File: config.mk
export PLATFORM = sky130hd
export DESIGN_NAME = cmd_host_master_flat
export DESIGN_NICKNAME = d
export VERILOG_FILES = /design/src/rtl/cmd_host_master_pkg.sv /design/src/rtl/cmd_host_master_if.sv /design/src/rtl/cmd_host_master_frame_byte_mux.sv /design/src/rtl/cmd_host_master.sv /design/src/flat_wrapper.sv
export SDC_FILE = /design/constraint.sdc
export NUM_CORES = 1
export LEC_CHECK = 0
export BUFFER_PORTS_ARGS = -buffer_cell sky130_fd_sc_hd__buf_2
export CORE_MARGIN = 2
export CORE_UTILIZATION = 41
export CTS_CLUSTER_DIAMETER = 50
export DETAILED_ROUTE_END_ITERATION = 7
export GPL_TIMING_DRIVEN = 0
export PLACE_DENSITY = 0.67
export SLEW_MARGIN = 20
export SYNTH_ARGS = -nofsm -noshare
export SYNTH_HDL_FRONTEND = slang
export SYNTH_SLANG_ARGS = --single-unit
File: constraint.sdc
create_clock -name CLK -period 3.09 [get_ports CLK]
set_clock_uncertainty 0.05 [all_clocks]
set_input_delay 0.4635 -clock CLK [delete_from_list [all_inputs] [get_ports CLK]]
set_output_delay 0.4635 -clock CLK [all_outputs]
set_load 0.01 [all_outputs]
File: src/rtl/cmd_host_master_pkg.sv
// -----------------------------------------------------------------------------
// cmd_host_master_pkg
// Shared definitions for the host-side command-frame initiator:
//   - frame header bytes for each command type
//   - op_e    : command opcode (2 bits, matches cmd_op encoding)
//   - state_e : main FSM states
// -----------------------------------------------------------------------------
package cmd_host_master_pkg;

  localparam logic [7:0] CMD_RF_WR   = 8'hAA;
  localparam logic [7:0] CMD_RF_RD   = 8'hBB;
  localparam logic [7:0] CMD_ALU_OP  = 8'hCC;
  localparam logic [7:0] CMD_ALU_NOP = 8'hDD;

  typedef enum logic [1:0] {
    OP_RF_WR   = 2'd0,
    OP_RF_RD   = 2'd1,
    OP_ALU_OP  = 2'd2,
    OP_ALU_NOP = 2'd3
  } op_e;

  typedef enum logic [2:0] {
    IDLE     = 3'd0,
    SEND     = 3'd1,
    WAIT_HI  = 3'd2,
    WAIT_LO  = 3'd3,
    WAIT_RSP = 3'd4,
    DONE     = 3'd5
  } state_e;

endpackage

File: src/rtl/cmd_host_master_if.sv
// -----------------------------------------------------------------------------
// cmd_host_master_if
// Bundles the command, UART transmit, UART receive and response signals of
// cmd_host_master.
//   master : view of the initiator (drives cmd_ready, tx_*, rsp_*)
//   slave  : view of the surrounding system (drives cmd_*, tx_busy, rx_*)
// -----------------------------------------------------------------------------
interface cmd_host_master_if;
  // command request
  logic        cmd_valid;
  logic        cmd_ready;
  logic [1:0]  cmd_op;
  logic [3:0]  cmd_addr;
  logic [7:0]  cmd_data_a;
  logic [7:0]  cmd_data_b;
  logic [3:0]  cmd_fun;
  // UART transmitter side
  logic [7:0]  tx_data;
  logic        tx_valid;
  logic        tx_busy;
  // UART receiver side
  logic [7:0]  rx_data;
  logic        rx_valid;
  // completion
  logic [15:0] rsp_data;
  logic        rsp_valid;
  logic        rsp_timeout;

  modport master (
    input  cmd_valid, cmd_op, cmd_addr, cmd_data_a, cmd_data_b, cmd_fun,
    input  tx_busy, rx_data, rx_valid,
    output cmd_ready, tx_data, tx_valid, rsp_data, rsp_valid, rsp_timeout
  );

  modport slave (
    output cmd_valid, cmd_op, cmd_addr, cmd_data_a, cmd_data_b, cmd_fun,
    output tx_busy, rx_data, rx_valid,
    input  cmd_ready, tx_data, tx_valid, rsp_data, rsp_valid, rsp_timeout
  );
endinterface

File: src/rtl/cmd_host_master_frame_byte_mux.sv
// -----------------------------------------------------------------------------
// frame_byte_mux
// Combinational frame builder: from the captured command fields and the
// current byte index it returns the byte to transmit, the total frame length
// and the number of response bytes the command expects.
//   op_i, addr_i, data_a_i, data_b_i, fun_i : captured command fields
//   byte_cnt_i  : index of the frame byte being sent
//   byte_o      : frame byte at byte_cnt_i (0 beyond the frame end)
//   frame_len_o : number of frame bytes (2..4)
//   rsp_len_o   : number of response bytes (0..2)
// -----------------------------------------------------------------------------
module frame_byte_mux
  import cmd_host_master_pkg::*;
(
  input  op_e        op_i,
  input  logic [3:0] addr_i,
  input  logic [7:0] data_a_i,
  input  logic [7:0] data_b_i,
  input  logic [3:0] fun_i,
  input  logic [1:0] byte_cnt_i,
  output logic [7:0] byte_o,
  output logic [2:0] frame_len_o,
  output logic [1:0] rsp_len_o
);

  logic [7:0] frame [4];

  always_comb begin
    frame[0]    = 8'h00;
    frame[1]    = 8'h00;
    frame[2]    = 8'h00;
    frame[3]    = 8'h00;
    frame_len_o = 3'd2;
    rsp_len_o   = 2'd0;
    case (op_i)
      OP_RF_WR: begin
        frame[0]    = CMD_RF_WR;
        frame[1]    = {4'h0, addr_i};
        frame[2]    = data_a_i;
        frame_len_o = 3'd3;
        rsp_len_o   = 2'd0;
      end
      OP_RF_RD: begin
        frame[0]    = CMD_RF_RD;
        frame[1]    = {4'h0, addr_i};
        frame_len_o = 3'd2;
        rsp_len_o   = 2'd1;
      end
      OP_ALU_OP: begin
        frame[0]    = CMD_ALU_OP;
        frame[1]    = data_a_i;
        frame[2]    = data_b_i;
        frame[3]    = {4'h0, fun_i};
        frame_len_o = 3'd4;
        rsp_len_o   = 2'd2;
      end
      OP_ALU_NOP: begin
        frame[0]    = CMD_ALU_NOP;
        frame[1]    = {4'h0, fun_i};
        frame_len_o = 3'd2;
        rsp_len_o   = 2'd2;
      end
      default: ;
    endcase
  end

  assign byte_o = frame[byte_cnt_i];

endmodule

File: src/rtl/cmd_host_master.sv
// -----------------------------------------------------------------------------
// cmd_host_master
// Host-side initiator of the command-frame protocol. Accepts one command at a
// time, serialises its frame byte-wise to a UART transmitter (handshaking on
// tx_busy rise/fall per byte), collects the response bytes from the UART
// receiver and reports completion or a watchdog abort.
//   CLK, RST     : clock, asynchronous active-high reset
//   bus (master) : cmd_* request, tx_* transmit, rx_* receive, rsp_* result
// Parameters:
//   TIMEOUT_W      : watchdog counter width
//   TIMEOUT_CYCLES : cycles spent in a waiting state before aborting
// -----------------------------------------------------------------------------
module cmd_host_master
  import cmd_host_master_pkg::*;
#(
  parameter int                   TIMEOUT_W      = 16,
  parameter logic [TIMEOUT_W-1:0] TIMEOUT_CYCLES = 16'hFFFF
) (
  input  logic                 CLK,
  input  logic                 RST,
  cmd_host_master_if.master    bus
);

  localparam logic [TIMEOUT_W-1:0] WD_LAST = TIMEOUT_CYCLES - 1'b1;

  state_e               state_q;
  op_e                  op_q;
  logic [3:0]           addr_q;
  logic [7:0]           data_a_q;
  logic [7:0]           data_b_q;
  logic [3:0]           fun_q;
  logic [1:0]           byte_cnt_q;
  logic                 rx_cnt_q;
  logic [TIMEOUT_W-1:0] wd_q;
  logic [TIMEOUT_W-1:0] wd_d;
  logic                 tx_valid_q;
  logic [7:0]           tx_data_q;
  logic [15:0]          rsp_data_q;
  logic                 rsp_valid_q;
  logic                 rsp_timeout_q;

  logic [7:0]           frame_byte;
  logic [2:0]           frame_len;
  logic [1:0]           rsp_len;
  logic                 last_byte;
  logic                 wd_expired;

  frame_byte_mux u_frame_byte_mux (
    .op_i        (op_q),
    .addr_i      (addr_q),
    .data_a_i    (data_a_q),
    .data_b_i    (data_b_q),
    .fun_i       (fun_q),
    .byte_cnt_i  (byte_cnt_q),
    .byte_o      (frame_byte),
    .frame_len_o (frame_len),
    .rsp_len_o   (rsp_len)
  );

  assign last_byte  = ({1'b0, byte_cnt_q} == (frame_len - 3'd1));
  assign wd_expired = (wd_q == WD_LAST);
  assign wd_d       = wd_q + 1'b1;

  // The timeout pulse cycle is still IDLE, but a command must not be taken
  // until the cycle after the pulse.
  assign bus.cmd_ready   = (state_q == IDLE) && !rsp_timeout_q;
  assign bus.tx_valid    = tx_valid_q;
  assign bus.tx_data     = tx_data_q;
  assign bus.rsp_data    = rsp_data_q;
  assign bus.rsp_valid   = rsp_valid_q;
  assign bus.rsp_timeout = rsp_timeout_q;

  always_ff @(posedge CLK or posedge RST) begin
    if (RST) begin
      state_q       <= IDLE;
      op_q          <= OP_RF_WR;
      addr_q        <= 4'h0;
      data_a_q      <= 8'h00;
      data_b_q      <= 8'h00;
      fun_q         <= 4'h0;
      byte_cnt_q    <= 2'd0;
      rx_cnt_q      <= 1'b0;
      wd_q          <= '0;
      tx_valid_q    <= 1'b0;
      tx_data_q     <= 8'h00;
      rsp_data_q    <= 16'h0000;
      rsp_valid_q   <= 1'b0;
      rsp_timeout_q <= 1'b0;
    end else begin
      // strobes are single-cycle unless re-asserted below
      tx_valid_q    <= 1'b0;
      rsp_valid_q   <= 1'b0;
      rsp_timeout_q <= 1'b0;

      case (state_q)
        IDLE: begin
          wd_q <= '0;
          if (bus.cmd_valid && !rsp_timeout_q) begin
            op_q       <= op_e'(bus.cmd_op);
            addr_q     <= bus.cmd_addr;
            data_a_q   <= bus.cmd_data_a;
            data_b_q   <= bus.cmd_data_b;
            fun_q      <= bus.cmd_fun;
            byte_cnt_q <= 2'd0;
            rx_cnt_q   <= 1'b0;
            rsp_data_q <= 16'h0000;
            state_q    <= SEND;
          end
        end

        SEND: begin
          wd_q <= '0;
          if (!bus.tx_busy) begin
            tx_valid_q <= 1'b1;
            tx_data_q  <= frame_byte;
            state_q    <= WAIT_HI;
          end
        end

        WAIT_HI: begin
          if (bus.tx_busy) begin
            wd_q    <= '0;
            state_q <= WAIT_LO;
          end else if (wd_expired) begin
            wd_q          <= '0;
            rsp_timeout_q <= 1'b1;
            state_q       <= IDLE;
          end else begin
            wd_q <= wd_d;
          end
        end

        WAIT_LO: begin
          if (!bus.tx_busy) begin
            wd_q <= '0;
            if (!last_byte) begin
              byte_cnt_q <= byte_cnt_q + 2'd1;
              state_q    <= SEND;
            end else if (rsp_len == 2'd0) begin
              // rsp_valid is raised on entry so it is high during DONE
              rsp_valid_q <= 1'b1;
              state_q     <= DONE;
            end else begin
              state_q <= WAIT_RSP;
            end
          end else if (wd_expired) begin
            wd_q          <= '0;
            rsp_timeout_q <= 1'b1;
            state_q       <= IDLE;
          end else begin
            wd_q <= wd_d;
          end
        end

        WAIT_RSP: begin
          // an arriving byte takes priority over a simultaneous expiry
          if (bus.rx_valid) begin
            wd_q     <= '0;
            rx_cnt_q <= 1'b1;
            if (!rx_cnt_q) begin
              rsp_data_q[7:0] <= bus.rx_data;
            end else begin
              rsp_data_q[15:8] <= bus.rx_data;
            end
            if (({1'b0, rx_cnt_q} + 2'd1) == rsp_len) begin
              rsp_valid_q <= 1'b1;
              state_q     <= DONE;
            end
          end else if (wd_expired) begin
            wd_q          <= '0;
            rsp_timeout_q <= 1'b1;
            state_q       <= IDLE;
          end else begin
            wd_q <= wd_d;
          end
        end

        DONE: begin
          wd_q    <= '0;
          state_q <= IDLE;
        end

        default: begin
          wd_q    <= '0;
          state_q <= IDLE;
        end
      endcase
    end
  end

endmodule

File: src/flat_wrapper.sv
// flat-port wrapper written by rule: the top's interface ports become plain ports
module cmd_host_master_flat import cmd_host_master_pkg::*;
#(
  parameter int                   TIMEOUT_W      = 16,
  parameter logic [TIMEOUT_W-1:0] TIMEOUT_CYCLES = 16'hFFFF
)
  (CLK, RST, bus_cmd_valid, bus_cmd_op, bus_cmd_addr, bus_cmd_data_a, bus_cmd_data_b, bus_cmd_fun, bus_tx_busy, bus_rx_data, bus_rx_valid, bus_cmd_ready, bus_tx_data, bus_tx_valid, bus_rsp_data, bus_rsp_valid, bus_rsp_timeout);
  cmd_host_master_if bus_i ();
  input  logic CLK;
  input  logic RST;
  input wire logic [$bits(bus_i.cmd_valid)-1:0] bus_cmd_valid;
  input wire logic [$bits(bus_i.cmd_op)-1:0] bus_cmd_op;
  input wire logic [$bits(bus_i.cmd_addr)-1:0] bus_cmd_addr;
  input wire logic [$bits(bus_i.cmd_data_a)-1:0] bus_cmd_data_a;
  input wire logic [$bits(bus_i.cmd_data_b)-1:0] bus_cmd_data_b;
  input wire logic [$bits(bus_i.cmd_fun)-1:0] bus_cmd_fun;
  input wire logic [$bits(bus_i.tx_busy)-1:0] bus_tx_busy;
  input wire logic [$bits(bus_i.rx_data)-1:0] bus_rx_data;
  input wire logic [$bits(bus_i.rx_valid)-1:0] bus_rx_valid;
  output wire logic [$bits(bus_i.cmd_ready)-1:0] bus_cmd_ready;
  output wire logic [$bits(bus_i.tx_data)-1:0] bus_tx_data;
  output wire logic [$bits(bus_i.tx_valid)-1:0] bus_tx_valid;
  output wire logic [$bits(bus_i.rsp_data)-1:0] bus_rsp_data;
  output wire logic [$bits(bus_i.rsp_valid)-1:0] bus_rsp_valid;
  output wire logic [$bits(bus_i.rsp_timeout)-1:0] bus_rsp_timeout;
  assign bus_i.cmd_valid = bus_cmd_valid;
  assign bus_i.cmd_op = bus_cmd_op;
  assign bus_i.cmd_addr = bus_cmd_addr;
  assign bus_i.cmd_data_a = bus_cmd_data_a;
  assign bus_i.cmd_data_b = bus_cmd_data_b;
  assign bus_i.cmd_fun = bus_cmd_fun;
  assign bus_i.tx_busy = bus_tx_busy;
  assign bus_i.rx_data = bus_rx_data;
  assign bus_i.rx_valid = bus_rx_valid;
  assign bus_cmd_ready = bus_i.cmd_ready;
  assign bus_tx_data = bus_i.tx_data;
  assign bus_tx_valid = bus_i.tx_valid;
  assign bus_rsp_data = bus_i.rsp_data;
  assign bus_rsp_valid = bus_i.rsp_valid;
  assign bus_rsp_timeout = bus_i.rsp_timeout;
  cmd_host_master #(.TIMEOUT_W(TIMEOUT_W), .TIMEOUT_CYCLES(TIMEOUT_CYCLES)) u_core (.CLK(CLK), .RST(RST), .bus(bus_i));
endmodule
==> out/metrics.yaml, run 1 <==
status:
  status: "finished, final reports clean"
die:
  dieWidth_um: 99.0
  coreArea_um2: 8720
  initial_core_util_pct: 42.4
  ioPinCount: 67
  dieArea_um2: 9790
  std_cell_rows: 34
  die_y_um: 99.0
routing:
  wl_mm: 8.16
  wl_per_cell_um: 14.6
  routed_via_density: 5.28
  drtIter0Drc: 170
  antenna_left: 0
  vias: 2951
  drc: 0
  dr.pass1.iters: 4
placement:
  portBuffers: 66
  dpl_cell_area_um2: 4190
  hpwlAfterDp_mm: 5.83
  gp_congestion: 0.904
  dp_cells: 543
timing:
  tightest_slew_ns: 0.545
  hold_slack_ns: 0.0319
  rsz0062_at_grt: "no"
  fin_tns_setup_ns: 0
  hold_viol: 0
  clock.fmax_ghz: 0.495
  setup_viol: 0
  maxSlewHeadroom_pct: 63.4
  min_period_ns: 2.02
  maxSlewViolCount: 0
  fin_crit_sh_pct: 65.4
final_layout:
  antenna_cells: 0
  fin_nets: 487
  drive_above_1_share_pct: 31.9
  fin_util_pct: 50.4
  syn_to_final_growth_pct: 18.9
  fin_area_um2: 4400
  stdcell_count: 559
setup_path:
  path_max_fanout: 10
  crit_arrival_ns: 1.51
  required_ns: 2.58
  worst-setup-path-type: "flip-flop to output port"
  cp-end-kind: "output port"
  cp-start-kind: "flip-flop"
cts:
  clk_latency_ns: 0.35
  ctsResizeCount: 0
  clock-root-buffer: "clkbuf_8"
  cts.sinks: 75
  cts_buffer_depth: 2
  htree_levels: 3
  clk_pin_slew_worst_paths_ns: 0.08
  postCtsSetupRepairBufs: 0
  cts_tree: "done"
  holdBufCountCts: 0
  cts_buffers: 9
yosys:
  synth_ff_type: "dfrtp_1"
  ys.warnings.count: 0
  synth_top_cell_area_share_pct: 50.8
  synth-async-reset-ratio_pct: 100
  synth.distinct_cells: 52
  synth_common_cells: "75 x dfrtp_1, 37 x nand2_1, 33 x nor2_1"
  syn_inst: 368
  synth_area_leader_cell: "dfrtp_1"
  synth_edf_count: 0
  yosys-top-cells-area: "dfrtp_1 51%, mux2_2 9.7%, o21ai_0 3.8%"
  synth_area_um2: 3700
  synth.avg_cell_area_um2: 10.0
  synth.most_common_cell: "dfrtp_1"
  syn_nets: 409
  ys_seq_area_share_pct: 50.8
  ys_ff_latch: 75
power_and_ir_drop:
  cellLeakagePower_nw: 2.01
  internal_power_mw: 2.33
  power_density_nw_per_um2: 843
  seqPwrFrac_pct: 40.0
  swShare_pct: 37.2
  pwr-share-clk_pct: 20.6
  ir_drop_mv: 0.409
  p_comb_share_pct: 39.4
  switchingPower_mw: 1.38
grt:
  grt_max_degree: 51
  antenna_found_initial: 0
  grt_pass1_wl_mm: 13.9
  grt_usage_pct: 17.8
  overflow: 0
  grt_pass1_vias: 2875
worst_hold_path:
  hold_path_class: "primary input to async pin"
job:
  maxCapViolCount: 0
registers in the layout, summed over array words and instances (netlist names), 2 cells and up:
register / cells
u_core.bus.rsp_data: 16
u_core.wd_q: 16
u_core.bus.tx_data: 8
u_core.data_a_q: 8
u_core.data_b_q: 8
u_core.addr_q: 4
u_core.fun_q: 4
u_core.state_q: 3
u_core.byte_cnt_q: 2
u_core.op_q: 2
area by class of cell:
class	instances	area, um2
buffer	20	123
clock buffer	11	141
clock inverter	5	62.6
fill	815	4320
inverter	21	81.3
multi-input combinational	252	1620
sequential	75	1880
tap	108	135
timing repair buffer	67	358
per-layer routing:
| layer | track usage (%) | wire [um] | vias to the layer above |
|---|---|---|---|
| li1 | - | - | 1421 |
| met1 | 25.0 | 3640 | 1428 |
| met2 | 27.1 | 3880 | 92 |
| met3 | 3.83 | 517 | 10 |
| met4 | 7.06 | 120 | 0 |
| met5 | 0 | 0 | - |
worst max-delay path, cell delays in order, from the launching register on:
cell and delay, ns:
dfrtp_1 0.48, buf_4 0.22, nor4_1 0.29, buf_2 0.18
power groups by stage:
stage	Clock [mW]	Sequential [mW]	Combinational (mW)
global route	0.826	1.52	1.63
finish	0.764	1.48	1.46
detailed placement	0	1.50	1.44
floorplan	0	1.47	1.06
global placement	0	1.48	1.41
CTS	0.787	1.48	1.45
placed cells by master (no fill, tap or decap), drive strengths merged, types with 3 or more instances in the layout:
| cell | instances |
|---|---|
| mux2 | 32 |
| nor2 | 36 |
| mux2i | 3 |
| clkbuf | 13 |
| xnor2 | 8 |
| a31oi | 7 |
| nand4 | 4 |
| nand3 | 21 |
| dfrtp | 75 |
| xor2 | 7 |
| a21oi | 20 |
| buf | 85 |
| or3 | 4 |
| o21ai | 30 |
| nor3 | 9 |
| inv | 21 |
| nand2 | 38 |
logic make-up after synthesis:
| family | Yosys count | synth area share [%] |
|---|---|---|
| AOI/OAI and AO/OA | 71 | 11.0 |
| muxes | 35 | 10.6 |
| xor gates and xnor gates | 15 | 3.55 |
| adders and majority gates | 3 | 0.947 |
| and+or+nand+nor | 128 | 17.7 |
| buffers and inverters | 41 | 5.45 |
| DFF | 75 | 50.8 |
through the flow:
| stage | total power, mW | worst slack, ns |
|---|---|---|
| 6_report | 3.70 | 1.07 |
| 5_1_grt | 3.98 | 0.994 |
| 4_1_cts | 3.72 | 1.05 |
| 3_5_place_dp | 2.94 | 1.22 |
| 3_3_place_gp | 2.89 | -0.233 |
| 2_1_floorplan | 2.52 | 0.667 |
worst paths after layout:
path | startpoint | to | slack (ns) | depth (start not counted)
worst max register to register | u_core.op_q[1]$_DFFE_PP0P_ | u_core.bus.tx_data[5]$_DFFE_PP0P_ | 1.32 | 5
worst min register to register | u_core.bus.rsp_data[11]$_DFFE_PP0P_ | u_core.bus.rsp_data[11]$_DFFE_PP0P_ | 0.43 | 2
worst max-delay path | u_core.state_q[1]$_DFFE_PP0P_ | bus_cmd_ready | 1.07 | 3
min in group CLK | bus_cmd_addr[2] | u_core.addr_q[2]$_DFFE_PP0P_ | 0.29 | 2
max in group asynchronous | RST | u_core.bus.rsp_data[9]$_DFFE_PP0P_ | 2.41 | 3
worst min-delay path | RST | u_core.data_b_q[1]$_DFFE_PP0P_ | 0.03 | 2
Power figures use the tool's default switching activity.
==> run 2: changes to the inputs <==
clock period = 2 ns   (was 3.09 ns; I/O delays follow)
==> run 2 against run 1 <==
Against the previous run: sequential cell count stayed put; total power increased by 61%; worst setup slack worse by 0.89 ns; first-iteration DRC count fell by 14%; utilization up 0.80 points; wire length increased by 0.67%; clock-buffer cell count grew 1; critical path type unchanged; sequential share of layout area down 0.67 points; critical path depth is the same; final cell count up 0.36%; largest power group unchanged; critical endpoint unchanged.
==> out/metrics.yaml, run 2 (synthesis gave the netlist of run 1 again) <==
final_layout:
  fin_nets: 489  # +0.41%
  layout_common_cells: "77 x buf_2, 75 x dfrtp_1, 37 x nand2_1"
  drive_above_1_share_pct: 31.8  # -0.14 points
  syn_to_final_growth_pct: 20.8
  antenna_cells: 0  # unchanged
  fin_util_pct: 51.2  # +0.80 points
  layout_commonest_cell: "buf_2"
grt:
  antenna_found_initial: 0  # unchanged
  overflow: 0  # unchanged
  grt_pass1_vias: 2873  # -0.070%
  top_usage_layer: "met2"
  grt_use_met2_pct: 27.7  # +0.57 points
  grtUsageMet1_pct: 25.2  # +0.16 points
  grt_max_degree: 30  # -41%
  grt_usage_pct: 18.1  # +0.24 points
  grt_pass1_wl_mm: 14.1  # +1.6%
  grt_use_met3_pct: 4.11  # +0.28 points
placement:
  gp_congestion: 0.887  # -1.8%
  portBuffers: 66  # unchanged
  place_ws_ns: 0.269  # -0.951 ns
  hpwlAfterDp_mm: 5.90  # +1.3%
cts:
  cts_buffers: 9  # unchanged
  cts_tree: "done"
  clk_pin_slew_worst_paths_ns: 0.08  # about the same
  htree_levels: 3  # unchanged
  cts.sinks: 75  # unchanged
  clock-root-buffer: "clkbuf_8"
  cts_buffer_depth: 2  # unchanged
  clk_latency_ns: 0.35  # about the same
  ctsResizeCount: 0  # unchanged
timing:
  rsz0062_at_grt: "no"
  tightest_slew_ns: 0.582  # +0.0365 ns
  setup_viol: 0  # unchanged
  timing.final.ws_setup_ns: 0.174  # -0.895 ns
  maxSlewHeadroom_pct: 61.1  # -2.2 points
  fin_tns_setup_ns: 0  # unchanged
  clock.fmax_ghz: 0.548
  fin_crit_sh_pct: 91.3
  min_period_ns: 1.83
  maxSlewViolCount: 0  # unchanged
  hold_viol: 0  # unchanged
routing:
  vias: 2923  # -0.95%
  routed_via_density: 5.21  # -1.3%
  wl_mm: 8.21  # +0.67%
  antenna_left: 0  # unchanged
  drc: 0  # unchanged
  wl_per_cell_um: 14.6  # +0.32%
  dr.pass1.iters: 4  # unchanged
  drtIter0Drc: 147  # -14%
power_and_ir_drop:
  ir_drop_mv: 0.582  # +42%
  power_density_nw_per_um2: 1330  # +58%
  p_total_mw: 5.95  # +61%
  cellLeakagePower_nw: 2.04  # +1.5%
die:
  coreArea_um2: 8720  # unchanged
  std_cell_rows: 34  # unchanged
  dieWidth_um: 99.0  # unchanged
  initial_core_util_pct: 42.4  # unchanged
  die_y_um: 99.0  # unchanged
  ioPinCount: 67  # unchanged
  dieArea_um2: 9790  # unchanged
setup_path:
  worst-setup-path-type: "flip-flop to output port"
  cp-end-kind: "output port"
  required_ns: 1.65  # -0.93 ns
  path_max_fanout: 10  # unchanged
  crit_arrival_ns: 1.48  # -0.03 ns
  cp-start-kind: "flip-flop"
job:
  maxCapViolCount: 0  # unchanged
status:
  status: "finished, final reports clean"
worst_hold_path:
  hold_path_class: "primary input to flip-flop"
[run 2: path summary, 6_finish.rpt]
check	slack [ns]	from	depth (start not counted)	end
min in group asynchronous	0.52	RST	3	u_core.addr_q[0]$_DFFE_PP0P_
worst min-delay path	0.13	bus_cmd_data_a[3]	2	u_core.data_a_q[3]$_DFFE_PP0P_
max in group asynchronous	0.86	RST	4	u_core.bus.rsp_valid$_DFF_PP0_
worst min register to register	0.43	u_core.bus.rsp_data[11]$_DFFE_PP0P_	2	u_core.bus.rsp_data[11]$_DFFE_PP0P_
worst max-delay path	0.17	u_core.state_q[1]$_DFFE_PP0P_	3	bus_cmd_ready
worst max register to register	0.26	u_core.byte_cnt_q[0]$_DFFE_PP0P_	6	u_core.bus.tx_data[2]$_DFFE_PP0P_
[run 2: timing repair]
action,in CTS,in global routing
hold buffers,1,0
hold endpoints to repair,22,0
setup buffers,0,0
[run 2: power breakdown]
group	internal [mW]	switching [mW]
Sequential	1.96	0.316
Combinational	1.02	1.22
Clock	0.865	0.565
[run 2: layout make-up]
class / count / area [um2]
plain buffers: 20 / 123
flip-flops and latches: 75 / 1880
repair buffers: 69 / 388
multi-input cells: 252 / 1620
fillers: 807 / 4250
inverters: 21 / 82.6
clock inverters: 4 / 97.6
clock buffers: 12 / 145
well taps: 108 / 135
[run 2: metrics by stage]
stage | instance area (um2) | hold slack (ns) | instances
floorplan | 3700 | 0.386 | 368
global placement | 4170 | 0.409 | 542
detailed placement | 4210 | 0.344 | 544
CTS | 4470 | 0.117 | 561
global route | 4470 | 0.116 | 561
finish | 4470 | 0.127 | 561
[run 2: layer usage]
metal / part of all wire (%) / up-vias / wire [um]
met5: 0 / - / 0
li1: - / 1431 / -
met1: 45 / 1399 / 3660
met3: 7.0 / 8 / 576
met4: 1.4 / 0 / 112
met2: 47 / 85 / 3860
[run 2: critical path, stage by stage, from the launching register on]
cell and delay [ns]:
dfrtp_1 0.47, buf_4 0.21, nor4_1 0.27, buf_2 0.18
==> run 3: changes to the inputs <==
--- a/config.mk
+++ b/config.mk
@@ -7,5 +7,5 @@
 export LEC_CHECK = 0
 export BUFFER_PORTS_ARGS = -buffer_cell sky130_fd_sc_hd__buf_2
-export CORE_MARGIN = 2
+export CORE_MARGIN = 5
 export CORE_UTILIZATION = 41
 export CTS_CLUSTER_DIAMETER = 50
==> constraint.sdc (replaced) <==
create_clock -name CLK -period 2 [get_ports CLK]
set_clock_uncertainty 0.05 [all_clocks]
set_input_delay 0.4 -clock CLK [delete_from_list [all_inputs] [get_ports CLK]]
set_output_delay 0.4 -clock CLK [all_outputs]
set_load 0.01 [all_outputs]
==> run 3 against run 2 <==
Against the previous run: via count decreased by 0.65%; total power fell by 3.2%; utilization fell by 0.69 points.
==> out/metrics.yaml, run 3 (synthesis gave the netlist of run 1 again) <==
grt:
  overflow: 0  # unchanged
  grt_usage_pct: 15.5  # -2.5 points
  antenna_found_initial: 0  # unchanged
  grt_pass1_vias: 2993  # +4.2%
  grt_pass1_wl_mm: 14.2  # +0.49%
  grt_max_degree: 31  # +3.3%
setup_path:
  crit_chain: "buf_4, nor4_1, buf_2"
  cp-end-kind: "output port"
  crit_arrival_ns: 1.47  # about the same
  required_ns: 1.55  # -0.10 ns
  rrSetupSlack_ns: 0.21  # -0.05 ns
  cp-start-kind: "flip-flop"
  worst-setup-path-type: "flip-flop to output port"
  path_delay_family: "flip-flops"
  slowest_delay_ns: 0.46  # about the same
  r2r_start: "u_core.byte_cnt_q[0]$_DFFE_PP0P_"
  slowest_stage: "dfrtp_2"
  setup.worst_path.start: "u_core.state_q[1]$_DFFE_PP0P_"
  path_max_fanout: 10  # unchanged
  critPathBufInv: 2  # unchanged
cts:
  clk_pin_slew_worst_paths_ns: 0.07  # about the same
  htree_levels: 3  # unchanged
  cts.sinks: 75  # unchanged
  holdBufCountCts: 0  # -1
  clock-root-buffer: "clkbuf_8"
  clk_latency_ns: 0.34  # about the same
  cts_buffer_depth: 2  # unchanged
  cts_buffers: 9  # unchanged
  cts_tree: "done"
die:
  die_y_um: 105  # +6.1%
  dieWidth_um: 105  # +6.1%
  initial_core_util_pct: 42.2  # -0.21 points
  dieArea_um2: 11000  # +12%
  ioPinCount: 67  # unchanged
  std_cell_rows: 34  # unchanged
  coreArea_um2: 8760  # +0.49%
timing:
  setup_viol: 0  # unchanged
  tightest_slew_ns: 0.549  # -0.0325 ns
  fin_crit_sh_pct: 96.1  # +4.8 points
  maxSlewViolCount: 0  # unchanged
  hold_viol: 0  # unchanged
  fin_tns_setup_ns: 0  # unchanged
  clock.fmax_ghz: 0.520  # -5.0%
  rsz0062_at_grt: "no"
  maxSlewHeadroom_pct: 63.1  # +2.0 points
  min_period_ns: 1.92  # +0.0966 ns
  timing.final.ws_setup_ns: 0.0775  # -0.0966 ns
routing:
  wl_mm: 8.30  # +1.0%
  drc: 0  # unchanged
  dr.pass1.iters: 4  # unchanged
  drtIter0Drc: 179  # +22%
  antenna_left: 0  # unchanged
  routed_via_density: 5.19  # -0.47%
  vias: 2904  # -0.65%
  wl_per_cell_um: 14.8  # +1.2%
job:
  maxCapViolCount: 0  # unchanged
power_and_ir_drop:
  cellLeakagePower_nw: 2.03  # -0.67%
  pwr-share-clk_pct: 21.3  # -2.7 points
  swShare_pct: 36.5  # +1.1 points
  power_density_nw_per_um2: 1300  # -2.3%
  p_comb_share_pct: 39.1  # +1.4 points
  internal_power_mw: 3.66  # -4.9%
  switchingPower_mw: 2.10  # about the same
  seqPwrFrac_pct: 39.6  # +1.3 points
  ir_drop_mv: 0.444  # -24%
final_layout:
  layout_commonest_cell: "buf_2"
  syn_to_final_growth_pct: 19.8
  drive_above_1_share_pct: 32.5  # +0.73 points
  stdcell_count: 560  # -0.18%
  antenna_cells: 0  # unchanged
  layout_common_cells: "77 x buf_2, 74 x dfrtp_1, 37 x nand2_1"
  fin_nets: 488  # -0.20%
status:
  status: "finished, final reports clean"
placement:
  hpwlAfterDp_mm: 6.13  # +3.8%
  portBuffers: 66  # unchanged
  dp_cells: 544  # unchanged
  place_ws_ns: 0.132  # -0.137 ns
  gp_congestion: 0.817  # -7.9%
worst_hold_path:
  hold_path_class: "primary input to async pin"
[run 3: cell count changes in the layout (fill, tap and decap cells not counted)]
cell	delta
bufinv_16	-2
clkbuf_1	-2
clkbuf_8	+2
clkinv_2	+2
dfrtp_1	-1
dfrtp_2	+1
dlygate4sd3_1	-1
[run 3: layer usage]
metal  GRT usage (%)  up-vias  wire length (um)
met4            7.03        0               127
met2            23.6       86              3880
met1            21.1     1384              3720
met3            3.64       10               571
met5               0        -                 0
li1                -     1424                 -
[run 3: final timing paths]
kind	end	cells past startpoint
worst max-delay path	bus_cmd_ready	3
max in group asynchronous	u_core.state_q[1]$_DFFE_PP0P_	3
worst min register to register	u_core.bus.rsp_data[9]$_DFFE_PP0P_	2
worst min-delay path	u_core.data_b_q[4]$_DFFE_PP0P_	2
min in group CLK	u_core.addr_q[2]$_DFFE_PP0P_	2
worst max register to register	u_core.bus.tx_data[2]$_DFFE_PP0P_	6
[run 3: area by class of cell]
type / count / area [um2]
plain buffers: 20 / 123
fillers: 819 / 4340
flip-flops and latches: 75 / 1880
multi-input cells: 252 / 1620
well taps: 108 / 135
clock inverters: 4 / 47.5
repair buffers: 68 / 378
clock buffers: 12 / 165
inverters: 21 / 82.6
[run 3: timing repair]
| action | in CTS | in global routing |
|---|---|---|
| gates resized for setup | 0 | 1 |
| endpoints found under the setup margin | 0 | 1 |
| buffers inserted | 0 | 0 |
| hold endpoints to repair | 0 | 0 |
[run 3: stage by stage]
| step | hold slack, ns | utilization, % | instance area [um2] | power, mW |
|---|---|---|---|---|
| 2_1_floorplan | 0.402 | - | 3700 | 3.90 |
| 3_3_place_gp | 0.407 | 47.5 | 4170 | 4.47 |
| 3_5_place_dp | 0.419 | 48.1 | 4210 | 4.55 |
| 4_1_cts | 0.0558 | 50.5 | 4430 | 5.79 |
| 5_1_grt | 0.0839 | 50.5 | 4430 | 6.18 |
| 6_report | 0.0549 | 50.5 | 4430 | 5.76 |
[run 3: power groups by stage]
stage	clock [mW]	combinational (mW)	sequential, mW
2_1_floorplan	0	1.63	2.26
4_1_cts	1.26	2.26	2.27
5_1_grt	1.32	2.53	2.33
6_report	1.23	2.25	2.28
3_3_place_gp	0	2.19	2.28
3_5_place_dp	0	2.26	2.30
